**src/rtl/aw_pkg.sv**
```systemverilog
// Shared definitions for the AXI write-address stage: command entry field
// offsets, write-order descriptor layout, FSM encoding and burst sizing.
package aw_pkg;

  localparam int unsigned NUM_SRC   = 8;
  localparam int unsigned SRC_W     = 3;
  localparam int unsigned CMD_W     = 97;
  localparam int unsigned OUT_W     = 4;

  // Command entry fields; bits [96:85] are reserved.
  localparam int unsigned ADDR_W    = 64;
  localparam int unsigned ADDR_LSB  = 0;
  localparam int unsigned ADDR_MSB  = 63;
  localparam int unsigned LEN_W     = 8;
  localparam int unsigned LEN_LSB   = 64;
  localparam int unsigned SIZE_W    = 3;
  localparam int unsigned SIZE_LSB  = 72;
  localparam int unsigned BURST_W   = 2;
  localparam int unsigned BURST_LSB = 75;
  localparam int unsigned ID_W      = 8;
  localparam int unsigned ID_LSB    = 77;

  // Write-order descriptor: {src, id, bytecount, addr_lo}.
  localparam int unsigned WQ_W        = 33;
  localparam int unsigned BCNT_W      = 16;
  localparam int unsigned ALO_W       = 6;
  localparam int unsigned WQ_ALO_LSB  = 0;
  localparam int unsigned WQ_BCNT_LSB = 6;
  localparam int unsigned WQ_ID_LSB   = 22;
  localparam int unsigned WQ_SRC_LSB  = 30;

  typedef struct packed {
    logic [SRC_W-1:0]  src;
    logic [ID_W-1:0]   id;
    logic [BCNT_W-1:0] bcnt;
    logic [ALO_W-1:0]  alo;
  } wq_desc_t;

  typedef enum logic {
    IDLE  = 1'b0,
    ISSUE = 1'b1
  } state_e;

  // Burst length in bytes; 256 beats of 128 bytes still fits in 16 bits.
  function automatic logic [BCNT_W-1:0] burst_bytes(input logic [LEN_W-1:0]  len,
                                                    input logic [SIZE_W-1:0] size);
    return BCNT_W'((BCNT_W'(len) + BCNT_W'(1)) << size);
  endfunction

endpackage

```
**src/rtl/aw_channel_if.sv**
```systemverilog
// AXI write-address channel bundle.
//   master: drives awvalid and the AW payload, samples awready.
//   slave : samples awvalid and the AW payload, drives awready.
interface aw_channel_if;
  import aw_pkg::*;

  logic                 awvalid;
  logic                 awready;
  logic [ADDR_W-1:0]    awaddr;
  logic [LEN_W-1:0]     awlen;
  logic [SIZE_W-1:0]    awsize;
  logic [BURST_W-1:0]   awburst;
  logic [ID_W-1:0]      awid;

  modport master (output awvalid, awaddr, awlen, awsize, awburst, awid,
                  input  awready);
  modport slave  (input  awvalid, awaddr, awlen, awsize, awburst, awid,
                  output awready);
endinterface

```
**src/rtl/rr_arb8.sv**
```systemverilog
// Combinational 8-way round-robin arbiter.
//   req         : request per source
//   last_grant  : previous winner; the scan starts one past it
//   grant       : winning index (0 when nothing requests)
//   grant_valid : at least one request present
module rr_arb8 (
  input  logic [7:0] req,
  input  logic [2:0] last_grant,
  output logic [2:0] grant,
  output logic       grant_valid
);

  logic [2:0] idx;

  // Offsets 1..8 wrap mod 8, so last_grant itself is checked last.
  always_comb begin
    grant       = 3'd0;
    grant_valid = 1'b0;
    idx         = 3'd0;
    for (int unsigned k = 1; k <= 8; k++) begin
      idx = last_grant + 3'(k);
      if (!grant_valid && req[idx]) begin
        grant       = idx;
        grant_valid = 1'b1;
      end
    end
  end

endmodule

```
**src/rtl/aw_channel.sv**
```systemverilog
// AXI write-address stage: round-robin picks one of eight command FIFOs,
// presents the burst on AW, pops the FIFO and pushes a write-order
// descriptor on the handshake, and throttles on outstanding B responses.
//   clk, reset          : clock, synchronous active-high reset
//   cmd_empty/data/rd   : per-source command FIFO read side
//   aw                  : AXI AW channel (master side)
//   wq_full/push/data   : write-order queue towards the write-data channel
//   bvalid, bready      : B handshake observed for outstanding tracking
//   outstanding         : bursts issued without a B response
//   err_4k              : pulse, issued burst crosses a 4 KB boundary
//   err_b_underflow     : sticky, B handshake seen with nothing outstanding
module aw_channel
  import aw_pkg::*;
#(
  parameter int unsigned MAX_OUTSTANDING = 8
) (
  input  logic                     clk,
  input  logic                     reset,
  input  logic [NUM_SRC-1:0]       cmd_empty,
  input  logic [NUM_SRC*CMD_W-1:0] cmd_data,
  output logic [NUM_SRC-1:0]       cmd_rd,
  aw_channel_if.master             aw,
  input  logic                     wq_full,
  output logic                     wq_push,
  output logic [WQ_W-1:0]          wq_data,
  input  logic                     bvalid,
  input  logic                     bready,
  output logic [OUT_W-1:0]         outstanding,
  output logic                     err_4k,
  output logic                     err_b_underflow
);

  state_e               state_q, state_d;
  logic [SRC_W-1:0]     grant_q, grant_d;
  logic [SRC_W-1:0]     last_grant_q, last_grant_d;
  logic [ADDR_W-1:0]    addr_q, addr_d;
  logic [LEN_W-1:0]     len_q, len_d;
  logic [SIZE_W-1:0]    size_q, size_d;
  logic [BURST_W-1:0]   burst_q, burst_d;
  logic [ID_W-1:0]      id_q, id_d;
  logic [OUT_W-1:0]     outst_q, outst_d;
  logic                 b_uf_q, b_uf_d;

  logic [SRC_W-1:0]     arb_grant;
  logic                 arb_valid;
  logic [CMD_W-1:0]     entry;
  logic [BCNT_W-1:0]    bcnt;
  logic                 aw_hs;
  logic                 b_hs;
  logic                 can_issue;
  wq_desc_t             desc;
  logic                 unused_rsvd;

  rr_arb8 u_arb (
    .req         (~cmd_empty),
    .last_grant  (last_grant_q),
    .grant       (arb_grant),
    .grant_valid (arb_valid)
  );

  assign entry       = cmd_data[32'(arb_grant)*CMD_W +: CMD_W];
  assign unused_rsvd = ^entry[CMD_W-1:ID_LSB+ID_W];
  assign bcnt        = burst_bytes(len_q, size_q);
  // A handshake coinciding with reset is dropped: no pop, no descriptor.
  assign aw_hs       = (state_q == ISSUE) & aw.awready & ~reset;
  assign b_hs        = bvalid & bready;
  assign can_issue   = arb_valid & ~wq_full & (32'(outst_q) < MAX_OUTSTANDING);

  // Next-state, handshake side effects and outstanding accounting.
  always_comb begin
    state_d      = state_q;
    grant_d      = grant_q;
    last_grant_d = last_grant_q;
    addr_d       = addr_q;
    len_d        = len_q;
    size_d       = size_q;
    burst_d      = burst_q;
    id_d         = id_q;
    outst_d      = outst_q;
    b_uf_d       = b_uf_q;
    cmd_rd       = '0;
    wq_push      = 1'b0;
    err_4k       = 1'b0;

    case (state_q)
      IDLE: begin
        if (can_issue) begin
          grant_d = arb_grant;
          addr_d  = entry[ADDR_MSB:ADDR_LSB];
          len_d   = entry[LEN_LSB +: LEN_W];
          size_d  = entry[SIZE_LSB +: SIZE_W];
          burst_d = entry[BURST_LSB +: BURST_W];
          id_d    = entry[ID_LSB +: ID_W];
          state_d = ISSUE;
        end
      end
      ISSUE: begin
        if (aw_hs) begin
          cmd_rd[grant_q] = 1'b1;
          wq_push         = 1'b1;
          err_4k          = (17'(addr_q[11:0]) + 17'(bcnt) - 17'd1) > 17'h00FFF;
          last_grant_d    = grant_q;
          state_d         = IDLE;
        end
      end
      default: state_d = IDLE;
    endcase

    if (b_hs && (outst_q == '0)) begin
      b_uf_d = 1'b1;
    end
    if (aw_hs && !b_hs) begin
      outst_d = outst_q + OUT_W'(1);
    end else if (b_hs && !aw_hs && (outst_q != '0)) begin
      outst_d = outst_q - OUT_W'(1);
    end
  end

  // State and payload registers.
  always_ff @(posedge clk) begin
    if (reset) begin
      state_q      <= IDLE;
      grant_q      <= '0;
      last_grant_q <= SRC_W'(NUM_SRC - 1);
      addr_q       <= '0;
      len_q        <= '0;
      size_q       <= '0;
      burst_q      <= '0;
      id_q         <= '0;
      outst_q      <= '0;
      b_uf_q       <= 1'b0;
    end else begin
      state_q      <= state_d;
      grant_q      <= grant_d;
      last_grant_q <= last_grant_d;
      addr_q       <= addr_d;
      len_q        <= len_d;
      size_q       <= size_d;
      burst_q      <= burst_d;
      id_q         <= id_d;
      outst_q      <= outst_d;
      b_uf_q       <= b_uf_d;
    end
  end

  assign aw.awvalid      = (state_q == ISSUE);
  assign aw.awaddr       = addr_q;
  assign aw.awlen        = len_q;
  assign aw.awsize       = size_q;
  assign aw.awburst      = burst_q;
  assign aw.awid         = id_q;

  assign desc.src        = grant_q;
  assign desc.id         = id_q;
  assign desc.bcnt       = bcnt;
  assign desc.alo        = addr_q[ALO_W-1:0];
  assign wq_data         = desc;

  assign outstanding     = outst_q;
  assign err_b_underflow = b_uf_q;

endmodule

```
**src/flat_wrapper.sv**
```systemverilog
// flat-port wrapper written by rule: the top's interface ports become plain ports
module aw_channel_flat import aw_pkg::*;
#(
  parameter int unsigned MAX_OUTSTANDING = 8
)
  (clk, reset, cmd_empty, cmd_data, cmd_rd, wq_full, wq_push, wq_data, bvalid, bready, outstanding, err_4k, err_b_underflow, aw_awvalid, aw_awaddr, aw_awlen, aw_awsize, aw_awburst, aw_awid, aw_awready);
  aw_channel_if aw_i ();
  input  logic clk;
  input  logic reset;
  input  logic [NUM_SRC-1:0] cmd_empty;
  input  logic [NUM_SRC*CMD_W-1:0] cmd_data;
  output logic [NUM_SRC-1:0] cmd_rd;
  input  logic wq_full;
  output logic wq_push;
  output logic [WQ_W-1:0] wq_data;
  input  logic bvalid;
  input  logic bready;
  output logic [OUT_W-1:0] outstanding;
  output logic err_4k;
  output logic err_b_underflow;
  output wire logic [$bits(aw_i.awvalid)-1:0] aw_awvalid;
  output wire logic [$bits(aw_i.awaddr)-1:0] aw_awaddr;
  output wire logic [$bits(aw_i.awlen)-1:0] aw_awlen;
  output wire logic [$bits(aw_i.awsize)-1:0] aw_awsize;
  output wire logic [$bits(aw_i.awburst)-1:0] aw_awburst;
  output wire logic [$bits(aw_i.awid)-1:0] aw_awid;
  input wire logic [$bits(aw_i.awready)-1:0] aw_awready;
  assign aw_awvalid = aw_i.awvalid;
  assign aw_awaddr = aw_i.awaddr;
  assign aw_awlen = aw_i.awlen;
  assign aw_awsize = aw_i.awsize;
  assign aw_awburst = aw_i.awburst;
  assign aw_awid = aw_i.awid;
  assign aw_i.awready = aw_awready;
  aw_channel #(.MAX_OUTSTANDING(MAX_OUTSTANDING)) u_core (.clk(clk), .reset(reset), .cmd_empty(cmd_empty), .cmd_data(cmd_data), .cmd_rd(cmd_rd), .aw(aw_i), .wq_full(wq_full), .wq_push(wq_push), .wq_data(wq_data), .bvalid(bvalid), .bready(bready), .outstanding(outstanding), .err_4k(err_4k), .err_b_underflow(err_b_underflow));
endmodule
```
**config.mk**
```make
export PLATFORM = sky130hd
export DESIGN_NAME = aw_channel_flat
export DESIGN_NICKNAME = d
export VERILOG_FILES = /design/src/rtl/aw_pkg.sv /design/src/rtl/aw_channel_if.sv /design/src/rtl/rr_arb8.sv /design/src/rtl/aw_channel.sv /design/src/flat_wrapper.sv
export SDC_FILE = /design/constraint.sdc
export NUM_CORES = 1
export LEC_CHECK = 0
export CAP_MARGIN = 40
export CORE_AREA = 2 2 363 365
export CTS_BUF_LIST = sky130_fd_sc_hd__clkbuf_8
export DETAILED_ROUTE_END_ITERATION = 8
export DIE_AREA = 0 0 365 367
export GPL_TIMING_DRIVEN = 0
export SYNTH_ARGS = -nofsm -noshare
export SYNTH_HDL_FRONTEND = slang
export SYNTH_SLANG_ARGS = --single-unit
```
**constraint.sdc**
```tcl
create_clock -name clk -period 5.8 [get_ports clk]
set_clock_uncertainty 0.15 [all_clocks]
set_input_delay 0.58 -clock clk [delete_from_list [all_inputs] [get_ports clk]]
set_output_delay 0.58 -clock clk [all_outputs]
set_load 0.01 [all_outputs]
```
# ---- Word-level counts from Yosys, hierarchy flattened
# Index checks and enable logic that the tools add are counted.
dict set report totals {
  latch_bits 0
  in_bits 790
  word_cells 117
  reg_bits 97
  ramBits 0
  out_inout_bits 134
  mem_count 0
  mem_bits_ro 0
}
dict set report op_classes {
  div_mod_pow 0
  n_shift 2
  mul 1
  addsub 12
  n_eq_ne 0
  n_reduce_logical 26
  n_lt_le_gt_ge 12
  mux 45
  n_bitwise 9
}
# op count
set ops {}
lappend ops {{variable part select 776 x 11 -> 85 bit} 1}
lappend ops {{< comparator 3 x 4 -> 1 bit, second input constant} 9}
lappend ops {{binary-select mux 1 bit (select 3 bit)} 8}
lappend ops {{two-way mux 3 bit} 8}
lappend ops {{two-way mux 1 bit} 23}
lappend ops {{adder 12 x 16 -> 17 bit} 1}
lappend ops {{greater-than comparator 17 x 12 -> 1 bit, second input constant} 1}
lappend ops {{subtractor 17 x 1 -> 17 bit, second input constant} 1}
lappend ops {{two-way mux 8 bit} 2}
lappend ops {{<< shifter 16 x 3 -> 16 bit} 1}
lappend ops {{adder 3 bit, second input constant} 4}
lappend ops {{logical AND 1 bit} 12}
lappend ops {{multiplier 3 x 7 -> 10 bit, second input constant} 1}
lappend ops {{adder 8 x 1 -> 9 bit, second input constant} 1}
lappend ops {{logical NOT 1 bit} 9}
lappend ops {{two-way mux 4 bit} 2}
lappend ops {{inverter 8 bit} 1}
lappend ops {{adder 3 x 2 -> 3 bit, second input constant} 2}
lappend ops {{bitwise AND 1 bit} 5}
lappend ops {{adder 4 x 1 -> 4 bit, second input constant} 1}
lappend ops {{logical NOT 4 bit} 1}
lappend ops {{< comparator 4 bit, second input constant} 1}
lappend ops {{AND reduction 2 bit} 2}
lappend ops {{nonzero test 4 bit} 1}
lappend ops {{7 further kinds} 9}

# ---- Depth between registers and ports, before layout
# Gate-level depths: netlist (run 1).
dict set report depth {
  word_depth 29
  mapped_depth 20
  mapped_depth_nobuf 20
}

# ---- By module
# From an unflattened synthesis (run 1), not the netlist that was laid out.
dict set report hier_totals {
  hier_cells 1009
  area_unflattened_um2 10999.3
}
# module instances seq_area_each_um2 area_per_inst_um2 cells_per_inst
set by_module_without_submodules {}
lappend by_module_without_submodules {aw_channel 1 1941.9 10213.5 916}
lappend by_module_without_submodules {rr_arb8 1 0.0 785.8 93}

# ---- Worst setup path after synthesis (run 1)
# OpenSTA, ideal clock, no wires.
dict set report synth_path {
  path_kind {reg2out}
  start {register u_core.len_q[2] (netlist: u_core.aw.awlen[2])}
  end {output port err_4k}
  arrival_ns 3.852
  path_slack_ns 1.218
  path_buffers 1
  t_required_ns 5.070
  path_stages_with_launch 20
  path_cell_list {dfxtp_1 clkbuf_1 nand4_1 nor2_1 nand2_1 o2bb2ai_1 a22o_1 nor2_1 nor2_1 mux2_2 ha_1 inv_1 ha_1 a2111oi_0 o31a_1 nor2_1 o31ai_1 a221oi_1 a21boi_0 o31a_1}
}
dict set report synth_via {
  elab_chain_len 7
}
# element line
set synth_lines {}
lappend synth_lines {{from (decl)} aw_channel.sv:37} ;# logic [LEN_W-1:0] len_q, len_d;
lappend synth_lines {{from (signal assigned)} aw_channel.sv:137} ;# len_q <= len_d;
lappend synth_lines {{adder 8 x 1 -> 9 bit} aw_pkg.sv:47} ;# return BCNT_W'((BCNT_W'(len) + BCNT_W'(1)) << size);
lappend synth_lines {{<< shifter 16 x 3 -> 16 bit} aw_pkg.sv:47}
lappend synth_lines {{adder 12 x 16 -> 17 bit} aw_channel.sv:101} ;# err_4k = (17'(addr_q[11:0]) + 17'(bcnt) - 17'd1) > 17'h00FFF;
lappend synth_lines {{subtractor 17 x 1 -> 17 bit} aw_channel.sv:101}
lappend synth_lines {{greater-than comparator 17 x 12 -> 1 bit} aw_channel.sv:101}
lappend synth_lines {{two-way mux 1 bit} aw_channel.sv:98} ;# if (aw_hs) begin
lappend synth_lines {{two-way mux 1 bit} aw_channel.sv:85} ;# case (state_q)
lappend synth_lines {{to (decl)} flat_wrapper.sv:19} ;# output logic err_4k;
# No other way between the ends.

# ---- Final worst setup path (run 1)
dict set report layout_path {
  start {register u_core.last_grant_q[1]}
  end {register u_core.addr_q[11] (netlist: u_core.aw.awaddr[11])}
}
dict set report layout_via {
  elab_chain_len 28
  elab_cells_between_ends 58
  classes_between {add/sub: 7; mul: 1; shift: 1; mux: 32; bitwise: 2; reduce/logical: 15}
}
# element line
set layout_lines {}
lappend layout_lines {{from (decl)} aw_channel.sv:35} ;# logic [SRC_W-1:0] last_grant_q, last_grant_d;
lappend layout_lines {{from (signal assigned)} aw_channel.sv:124} ;# last_grant_q <= SRC_W'(NUM_SRC - 1);
lappend layout_lines {{from (signal assigned)} aw_channel.sv:135} ;# last_grant_q <= last_grant_d;
lappend layout_lines {{parallel branches: the longest is 28 deep, another holds adder 3 x 1 -> 3 bit} -}
lappend layout_lines {{to (signal assigned)} aw_channel.sv:136} ;# addr_q <= addr_d;
lappend layout_lines {{to (decl)} aw_channel.sv:36} ;# logic [ADDR_W-1:0] addr_q, addr_d;
# Parallel ways; which one is timed is not known. The select of a mux whose other input is x is not followed.
# A chain may end at the register's enable or synchronous reset.

==> results of run 1 <==
-- synth_stat cells, drive strengths merged, types with 7 or more instances --
cell type	number
ha	32
nand2b	11
nand3	7
nor3	10
buf	66
a31oi	7
mux4	12
a21oi	47
o31ai	7
inv	69
dfxtp	97
nor4	9
clkbuf	74
nor2	104
and2	74
a221o	13
nand2	145
o21ai	18
mux2i	243
a311o	56
mux2	77
o211a	16
a211oi	142
-- area by class of cell --
cell class,count,area (um^2),area share (%)
multi-input combinational,1121,8875,38.83
sequential,97,1956,8.557
clock inverter,7,58.81,0.2573
inverter,69,259.0,1.133
antenna,37,92.59,0.4051
timing repair buffer,854,8583,37.56
clock buffer,9,123.9,0.5420
buffer,137,710.7,3.110
tap,1755,2196,9.608
-- registers in the layout (all words and copies together) (netlist names) --
signal                  flops
u_core.aw.awaddr           64
u_core.aw.awburst           2
u_core.aw.awid              8
u_core.aw.awlen             8
u_core.aw.awsize            3
u_core.aw.awvalid           1
u_core.err_b_underflow      1
u_core.grant_q              3
u_core.last_grant_q         3
u_core.outstanding          4
-- cell families after synthesis --
family                   count (synthesis)  share of synthesized area (%)
AO/OA/AOI/OAI                          360                          24.48
flip-flops                              97                          16.70
multiplexers                           332                          30.70
AND/OR/NAND/NOR                        385                          15.42
XOR/XNOR                                10                         0.7532
buffers and inverters                  209                          8.157
adder cells (fa/ha/maj)                 34                          3.788
-- routing by layer --
layer	global-route usage [%]	wire [um]	vias to the layer above
li1	-	-	7078
met1	21.71	51530	7678
met2	30.26	59470	900
met3	7.776	13650	222
met4	6.054	4192	88
met5	0	516	-
-- tightest hold or removal path, stage by stage, from the launching register on --
cell,delay (ps)
dfxtp_1,390
a31oi_1,50
nor2_1,80
-- power by group --
group / switching (mW) / internal (mW)
Combinational: 2.50 / 2.06
Sequential: 0.156 / 0.818
Clock: 0.421 / 0.165
Total: 3.08 / 3.05
-- worst max path at each step --
stage / cells after the start / slack, ps / end / startpoint
6_report: 17 / 310 / u_core.aw.awaddr[11] / u_core.last_grant_q[1]
3_5_place_dp: 18 / -680 / u_core.aw.awaddr[11] / u_core.last_grant_q[0]
3_3_place_gp: 14 / -1840 / u_core.aw.awaddr[11] / u_core.last_grant_q[0]
4_1_cts: 17 / 40 / u_core.aw.awid[5] / u_core.last_grant_q[0]
2_1_floorplan: 19 / 1220 / err_4k / u_core.aw.awlen[2]
5_1_grt: 20 / 30 / err_4k / u_core.aw.awlen[2]
-- repair_timing --
action	4_1_cts	5_1_grt
setup endpoints to repair	78	68
buffers inserted	6	3
gates resized for setup	25	29
pin swaps	2	8
-- stage by stage --
step / utilization [%] / std cells / worst slack [ps] / setup TNS (ps) / hold slack, ps
global placement: 16.93 / 4008 / -1835 / -94190 / 337.4
CTS: 17.35 / 4046 / 41.00 / 0 / 372.7
finish: 17.52 / 4086 / 305.9 / 0 / 395.2
global route: 17.48 / 4065 / 32.86 / 0 / 430.4
floorplan: - / 1427 / 1218 / 0 / 355.0
detailed placement: 17.13 / 4027 / -675.6 / -11730 / 338.7
==> impl_metrics.toml, run 1 <==
[power]
ir_drop_v = 0.0001425
p_leak_nw = 8.226
p_total_mw = 6.126
pwr_density_cell_nw_per_um2 = 268.0

[logic_synthesis]
syn_inst = 1427
yosysWarnings = 0
synthDistinctLibCells = 70
yosys.area.top_type_share_pct = 20.92
yosys-top-cells-area = "mux2i_1, dfxtp_1, a211oi_1"
synth_edf_count = 0
ys_ff_latch = 97
synth_async_sr_flop_share_pct = 0
avgSynthCellArea_um2 = 8.148
syn_nets = 2251
syn-cell-area_um2 = 11630
yosys_most_used_dff = "dfxtp_1"
yosysSeqAreaShare_pct = 16.70
yosys.area.top_type = "mux2i_1"

[sta]
rsz0062_at_grt = "false"
hold_viol_final = 0
post-route-period-util_pct = 94.73
worstMarginPinSlew_ps = 938.9
period_minus_slack_ps = 5494
slew_viol_final = 0
finalSetupViolCount = 0
maxSlewHeadroom_pct = 37.41
clock.fmax_mhz = 182.0

[setup_path]
arrival_ps = 5790
cp_cell_sequence = "buf_2 -> inv_1 -> ha_1 -> clkbuf_1 -> xor2_1 -> mux2_2 -> nand3_1 -> nor2_1 -> or4b_1 -> and2_1 -> buf_4 -> buf_6 -> buf_6 -> clkbuf_2 -> a211oi_1 -> buf_4 -> a211oi_1"
reg2reg_to = "u_core.aw.awaddr[11]"
crit_buf_inv = 8
path_class = "reg -> reg"
start_kind = "flip-flop"
crit_family = "buffers and inverters"
worstPathRequired_ps = 6090
critPathMaxStageDelay_ps = 620
slowest_stage = "a211oi_1"
r2r_slack_ps = 310
worstPathMaxFanout = 11
reg2reg_depth = 17
timing.rr.start = "u_core.last_grant_q[1]"
critPathCaptureType = "flip-flop"

[die]
coreArea_um2 = 130500
rows = 133
die_area_um2 = 134000
ios = 924
die_height_um = 367
initial_utilization_pct = 8.912
dieWidth_um = 365

[placement]
numPortBuffers = 826
hpwlAfterDp_mm = 114.4
placed_area_um2 = 22350
place_congestion = 0.9338

[global_routing]
grt_max_degree = 19
overflow = 0
antenna_found_initial = 126
grt_first_pass_wirelength_mm = 159.7
grt_pass1_vias = 15610
grt.total_usage_pct = 18.53

[clocking]
cts_tree = "built"
ctsLongestPathBuffers = 2
hold_buffers = 0
clkSinkCount = 97
clk_pin_slew_worst_paths_ps = 150
clockRootBuffer = "clkbuf_8"
h-tree-depth = 3
clk_latency_ps = 540
cts_buffers = 9

[worst_hold_path]
whs_path_depth = 2
min-delay-start = "u_core.err_b_underflow"
min_to = "u_core.err_b_underflow"
holdCritPathClass = "reg -> reg"

[run_status]
outcome = "finished, final reports clean"

[finish]
final_common_cell = "clkdlybuf4s50_1"
finalNetCount = 3113
final_layout_size_suffix_gt1_share_pct = 10.68
fillers = 14760
final_cell_mix = "clkdlybuf4s50_1, mux2i_1, nand2_1"
final_area_um2 = 22850
area_growth_pct = 96.56

[detailed_routing]
drt-total-wl_mm = 129.4
drt-initial-drc-count = 1008
vias = 15970
drc = 0
viasPerCell = 3.907
wl_per_cell_um = 31.66
antenna_left = 0
detail_route.first_pass.iterations = 5

[job]
maxCapViolCount = 0
(Power assumes the default switching activity.)
==> inputs of run 2 (changes only) <==
--- a/config.mk
+++ b/config.mk
@@ -8,8 +8,10 @@
 export CAP_MARGIN = 40
 export CORE_AREA = 2 2 363 365
 export CTS_BUF_LIST = sky130_fd_sc_hd__clkbuf_8
+export CTS_CLUSTER_DIAMETER = 30
 export DETAILED_ROUTE_END_ITERATION = 8
 export DIE_AREA = 0 0 365 367
+export GPL_ROUTABILITY_DRIVEN = 0
 export GPL_TIMING_DRIVEN = 0
 export SYNTH_ARGS = -nofsm -noshare
 export SYNTH_HDL_FRONTEND = slang
==> impl_metrics.toml, run 2 (synthesized netlist as in run 1, its figures left out) <==
[die]
dieWidth_um = 365
rows = 133
coreArea_um2 = 130500
initial_utilization_pct = 8.912
ios = 924
die_height_um = 367
die_area_um2 = 134000

[job]
maxCapViolCount = 0

[detailed_routing]
drt-total-wl_mm = 128.7
drt-initial-drc-count = 1181
detail_route.first_pass.iterations = 6
vias = 16050
wl_per_cell_um = 31.60
antenna_left = 0
viasPerCell = 3.940
drc = 0

[placement]
numPortBuffers = 826
place_ws_ps = -581.7
placed_cells = 4026
hpwlAfterDp_mm = 113.7

[clocking]
h-tree-depth = 3
cts_tree = "built"
clkSinkCount = 97
clockRootBuffer = "clkbuf_8"
clk_pin_slew_worst_paths_ps = 140
hold_buffers = 0
cts_buffers = 9
clk_latency_ps = 550
ctsLongestPathBuffers = 2

[power]
clkPwrFrac_pct = 9.7
switchingPower_mw = 3.061
switching_share_pct = 50.37
ir_drop_v = 0.0001886
p_total_mw = 6.078
p_leak_nw = 8.224
pwr-share-comb_pct = 74.3
pwr_density_cell_nw_per_um2 = 266.9
internal-power_mw = 3.017
pwr-share-seq_pct = 16.0

[global_routing]
grt_pass1_vias = 15750
grt_first_pass_wirelength_mm = 160.2
antenna_found_initial = 127
overflow = 0
grt_max_degree = 19
grt.total_usage_pct = 18.51

[sta]
clock.fmax_mhz = 179.1
finalSetupViolCount = 0
rsz0062_at_grt = "true"
slew_viol_final = 0
worstMarginPinSlew_ps = 994.6
post-route-period-util_pct = 96.26
hold_viol_final = 0
maxSlewHeadroom_pct = 33.70
period_minus_slack_ps = 5583
fin_ws_ps = 216.8

[worst_hold_path]
holdCritPathClass = "reg -> reg"

[finish]
largest_reg_flops = 64
finalNonFillerCells = 4074
final_layout_size_suffix_gt1_share_pct = 10.19
fillers = 14730
final_common_cell = "clkdlybuf4s50_1"
final_cell_mix = "clkdlybuf4s50_1, mux2i_1, nand2_1"
finalNetCount = 3106
area_growth_pct = 95.82

[setup_path]
worstPathMaxFanout = 5
worstPathRequired_ps = 5070
arrival_ps = 4850
start_kind = "flip-flop"
critPathCaptureType = "primary output"
path_class = "reg -> out"

[run_status]
outcome = "finished, final reports clean"
[run 2: path summary, 6_finish.rpt]
path | start | depth (start not counted) | endpoint | slack (ps)
worst min register to register | u_core.err_b_underflow | 2 | u_core.err_b_underflow | 390
worst min-delay path | u_core.err_b_underflow | 2 | u_core.err_b_underflow | 390
worst max register to register | u_core.last_grant_q[0] | 18 | u_core.aw.awaddr[11] | 280
worst max-delay path | u_core.aw.awlen[1] | 20 | err_4k | 220
[run 2: layout make-up]
cell class | instances | area [um^2] | share of cell area, %
antenna | 32 | 80.08 | 0.3517
buffer | 137 | 716.9 | 3.149
clock buffer | 9 | 123.9 | 0.5440
clock inverter | 7 | 58.81 | 0.2583
inverter | 69 | 259.0 | 1.137
multi-input combinational | 1121 | 8817 | 38.72
sequential | 97 | 1956 | 8.589
tap | 1755 | 2196 | 9.644
timing repair buffer | 847 | 8562 | 37.60
[run 2: power by group through the flow]
stage	clock (mW)	combinational, mW	sequential (mW)
finish	0.588	4.52	0.974
detailed placement	0	4.49	0.975
global placement	0	4.39	0.972
floorplan	0	2.19	0.987
global route	0.649	4.81	0.992
CTS	0.650	4.52	0.971
[run 2: timing repair]
item,in CTS,in global routing
pin swaps,0,2
endpoints found under the setup margin,49,70
gates resized for setup,22,31
buffers inserted,0,2
[run 2: metrics by stage]
stage          cell area [um^2]  util, %  setup TNS, ps  hold WS, ps
2_1_floorplan             11630        -              0        355.0
3_3_place_gp              22090    16.93         -94940        337.1
3_5_place_dp              22360    17.14          -6825        348.7
4_1_cts                   22600    17.32         -262.7        382.2
5_1_grt                   22740    17.43         -87.11        425.6
6_report                  22770    17.45              0        385.8
[run 2: worst max-delay path: stages (launching register included)]
cell            delay (ps)
dfxtp_4                460
ha_2                   270
inv_1                  100
nor2_2                 170
nand2_1                100
o2bb2ai_1              140
a22o_1                 220
mux2i_2                210
mux2i_2                150
ha_1                   300
inv_1                   40
ha_1                   230
a21o_1                 200
a2111oi_2              350
o31a_1                 250
nor2_1                  80
o31ai_2                290
a221oi_1               130
a21boi_0               140
o31a_1                 310
dlymetal6s2s_1         180
[run 2: routing by layer]
layer / routed length (um) / track usage [%] / share of wire, % / vias to the layer above
met2: 58470 / 30.36 / 45 / 996
met3: 13620 / 7.542 / 11 / 281
met1: 51090 / 21.75 / 40 / 7626
met5: 613 / 0 / 0.48 / -
li1: - / - / - / 7052
met4: 4950 / 5.943 / 3.8 / 96
==> inputs of run 3 (changes only) <==
--- a/config.mk
+++ b/config.mk
@@ -13,6 +13,8 @@
 export DIE_AREA = 0 0 365 367
 export GPL_ROUTABILITY_DRIVEN = 0
 export GPL_TIMING_DRIVEN = 0
+export MAX_ROUTING_LAYER = met4
+export SLEW_MARGIN = 20
 export SYNTH_ARGS = -nofsm -noshare
 export SYNTH_HDL_FRONTEND = slang
 export SYNTH_SLANG_ARGS = --single-unit
==> constraint.sdc (replaced) <==
create_clock -name clk -period 6.05 [get_ports clk]
set_clock_uncertainty 0.15 [all_clocks]
set_input_delay 0.605 -clock clk [delete_from_list [all_inputs] [get_ports clk]]
set_output_delay 0.605 -clock clk [all_outputs]
set_load 0.01 [all_outputs]
==> impl_metrics.toml, run 3 (synthesized netlist as in run 1, its figures left out) <==
[clocking]
clk_latency_ps = 530
clk_pin_slew_worst_paths_ps = 140
hold_buffers = 0
h-tree-depth = 3
cts_buffers = 9
cts_tree = "built"
ctsLongestPathBuffers = 2
clkSinkCount = 97
clockRootBuffer = "clkbuf_8"

[placement]
placed_area_um2 = 22270
numPortBuffers = 826
hpwlAfterDp_mm = 113.5

[sta]
setup_tns_ps = 0
hold_viol_final = 0
post-route-period-util_pct = 94.41
period_minus_slack_ps = 5712
finalSetupViolCount = 0
fin_hold_ws_ps = 375.8
rsz0062_at_grt = "false"
clock.fmax_mhz = 175.1
maxSlewHeadroom_pct = 41.40
worstMarginPinSlew_ps = 879.1
slew_viol_final = 0

[detailed_routing]
routed.top_layer = "met4"
viasPerCell = 3.874
wl_per_cell_um = 31.18
drc = 0
vias = 15950
drt-total-wl_mm = 128.4
wl_met3_mm = 14.63
drt-initial-drc-count = 1101
detail_route.first_pass.iterations = 6
wl_met2_mm = 58.46
antenna_left = 0
wl_met1_mm = 50.70

[worst_hold_path]
holdCritPathClass = "reg -> reg"

[job]
maxCapViolCount = 0

[global_routing]
grt_first_pass_wirelength_mm = 160.3
grt_max_degree = 19
antenna_found_initial = 130
grt.total_usage_pct = 19.03
grt_pass1_vias = 15710
overflow = 0

[power]
switching_share_pct = 50.28
ir_drop_v = 0.0001289
pwr_density_cell_nw_per_um2 = 254.1
pwr-share-comb_pct = 74.1
pwr-share-seq_pct = 16.1
p_leak_nw = 8.178
clkPwrFrac_pct = 9.8
internal-power_mw = 2.880
p_total_mw = 5.793
switchingPower_mw = 2.913

[setup_path]
slowest_stage = "dfxtp_1"
worstPathMaxFanout = 10
critPathMaxStageDelay_ps = 510
worstPathRequired_ps = 6320
start_kind = "flip-flop"
critPathCaptureType = "flip-flop"
path_class = "reg -> reg"
cp_cell_sequence = "buf_4 -> inv_1 -> ha_1 -> buf_2 -> clkbuf_1 -> mux4_2 -> mux2i_1 -> o32ai_1 -> a211o_1 -> o31ai_1 -> and2_1 -> buf_4 -> buf_4 -> buf_4 -> nand2_1 -> buf_2 -> o211a_1"
worst_path_most_repeated_cell = "buf_4"
arrival_ps = 5980

[finish]
finish.utilization_pct = 17.48
final_cell_mix = "clkdlybuf4s50_1, mux2i_1, nand2_1"
final_common_cell = "clkdlybuf4s50_1"
finalNetCount = 3101
largest_reg_flops = 64
area_growth_pct = 96.09
final_layout_size_suffix_gt1_share_pct = 10.04
final_area_um2 = 22800

[die]
die_area_um2 = 134000
initial_utilization_pct = 8.912
coreArea_um2 = 130500
ios = 924
rows = 133
die_height_um = 367
dieWidth_um = 365

[run_status]
outcome = "finished, final reports clean"
run 3: area by class of cell:
class / count / area, um^2
Timing Repair Buffer: 842 / 8482
Multi-Input combinational cell: 1121 / 8821
Inverter: 69 / 259.0
Antenna cell: 80 / 200.2
Sequential cell: 97 / 1951
Tap cell: 1755 / 2196
Fill cell: 14790 / 107700
Clock inverter: 6 / 55.05
Clock buffer: 10 / 137.6
Buffer: 137 / 699.4
run 3: timing repair:
action                                  CTS  global route
endpoints found under the setup margin   22            16
pin swaps                                 0             2
buffers inserted                          0             0
gates resized for setup                  11            23
run 3: path summary, 6_finish.rpt:
kind	endpoint	slack [ps]	cells past startpoint	from
worst max-delay path	u_core.aw.awaddr[57]	340	17	u_core.last_grant_q[0]
worst min-delay path	u_core.err_b_underflow	380	2	u_core.err_b_underflow
worst max register to register	u_core.aw.awaddr[57]	340	17	u_core.last_grant_q[0]
worst min register to register	u_core.err_b_underflow	380	2	u_core.err_b_underflow
run 3: per-stage QoR:
stage | cells | worst slack (ps)
floorplan | 1427 | 1443
global placement | 4008 | -1613
detailed placement | 4019 | -254.7
CTS | 4033 | -226.9
global route | 4109 | 12.90
finish | 4117 | 337.9
run 3: metal layers:
metal	vias up	GRT usage, %
li1	7130	-
met1	7646	21.38
met2	989	30.55
met3	184	8.108
met4	0	5.492
met5	-	-
run 3: power by group through the flow:
stage | sequential (mW) | clock [mW] | combinational (mW)
floorplan | 0.947 | 0 | 2.10
global placement | 0.931 | 0 | 4.20
detailed placement | 0.933 | 0 | 4.28
CTS | 0.928 | 0.630 | 4.30
global route | 0.948 | 0.617 | 4.59
finish | 0.930 | 0.569 | 4.29
run 3: worst max-delay path, delay by kind of cell, from the launching register on:
kind	cells	cell delay [ps]
multiplexers	2	620
AO/OA/AOI/OAI	4	870
AND/OR/NAND/NOR	2	560
adder cells (fa/ha/maj)	1	280
buffers and inverters	8	2560
flip-flops	1	510
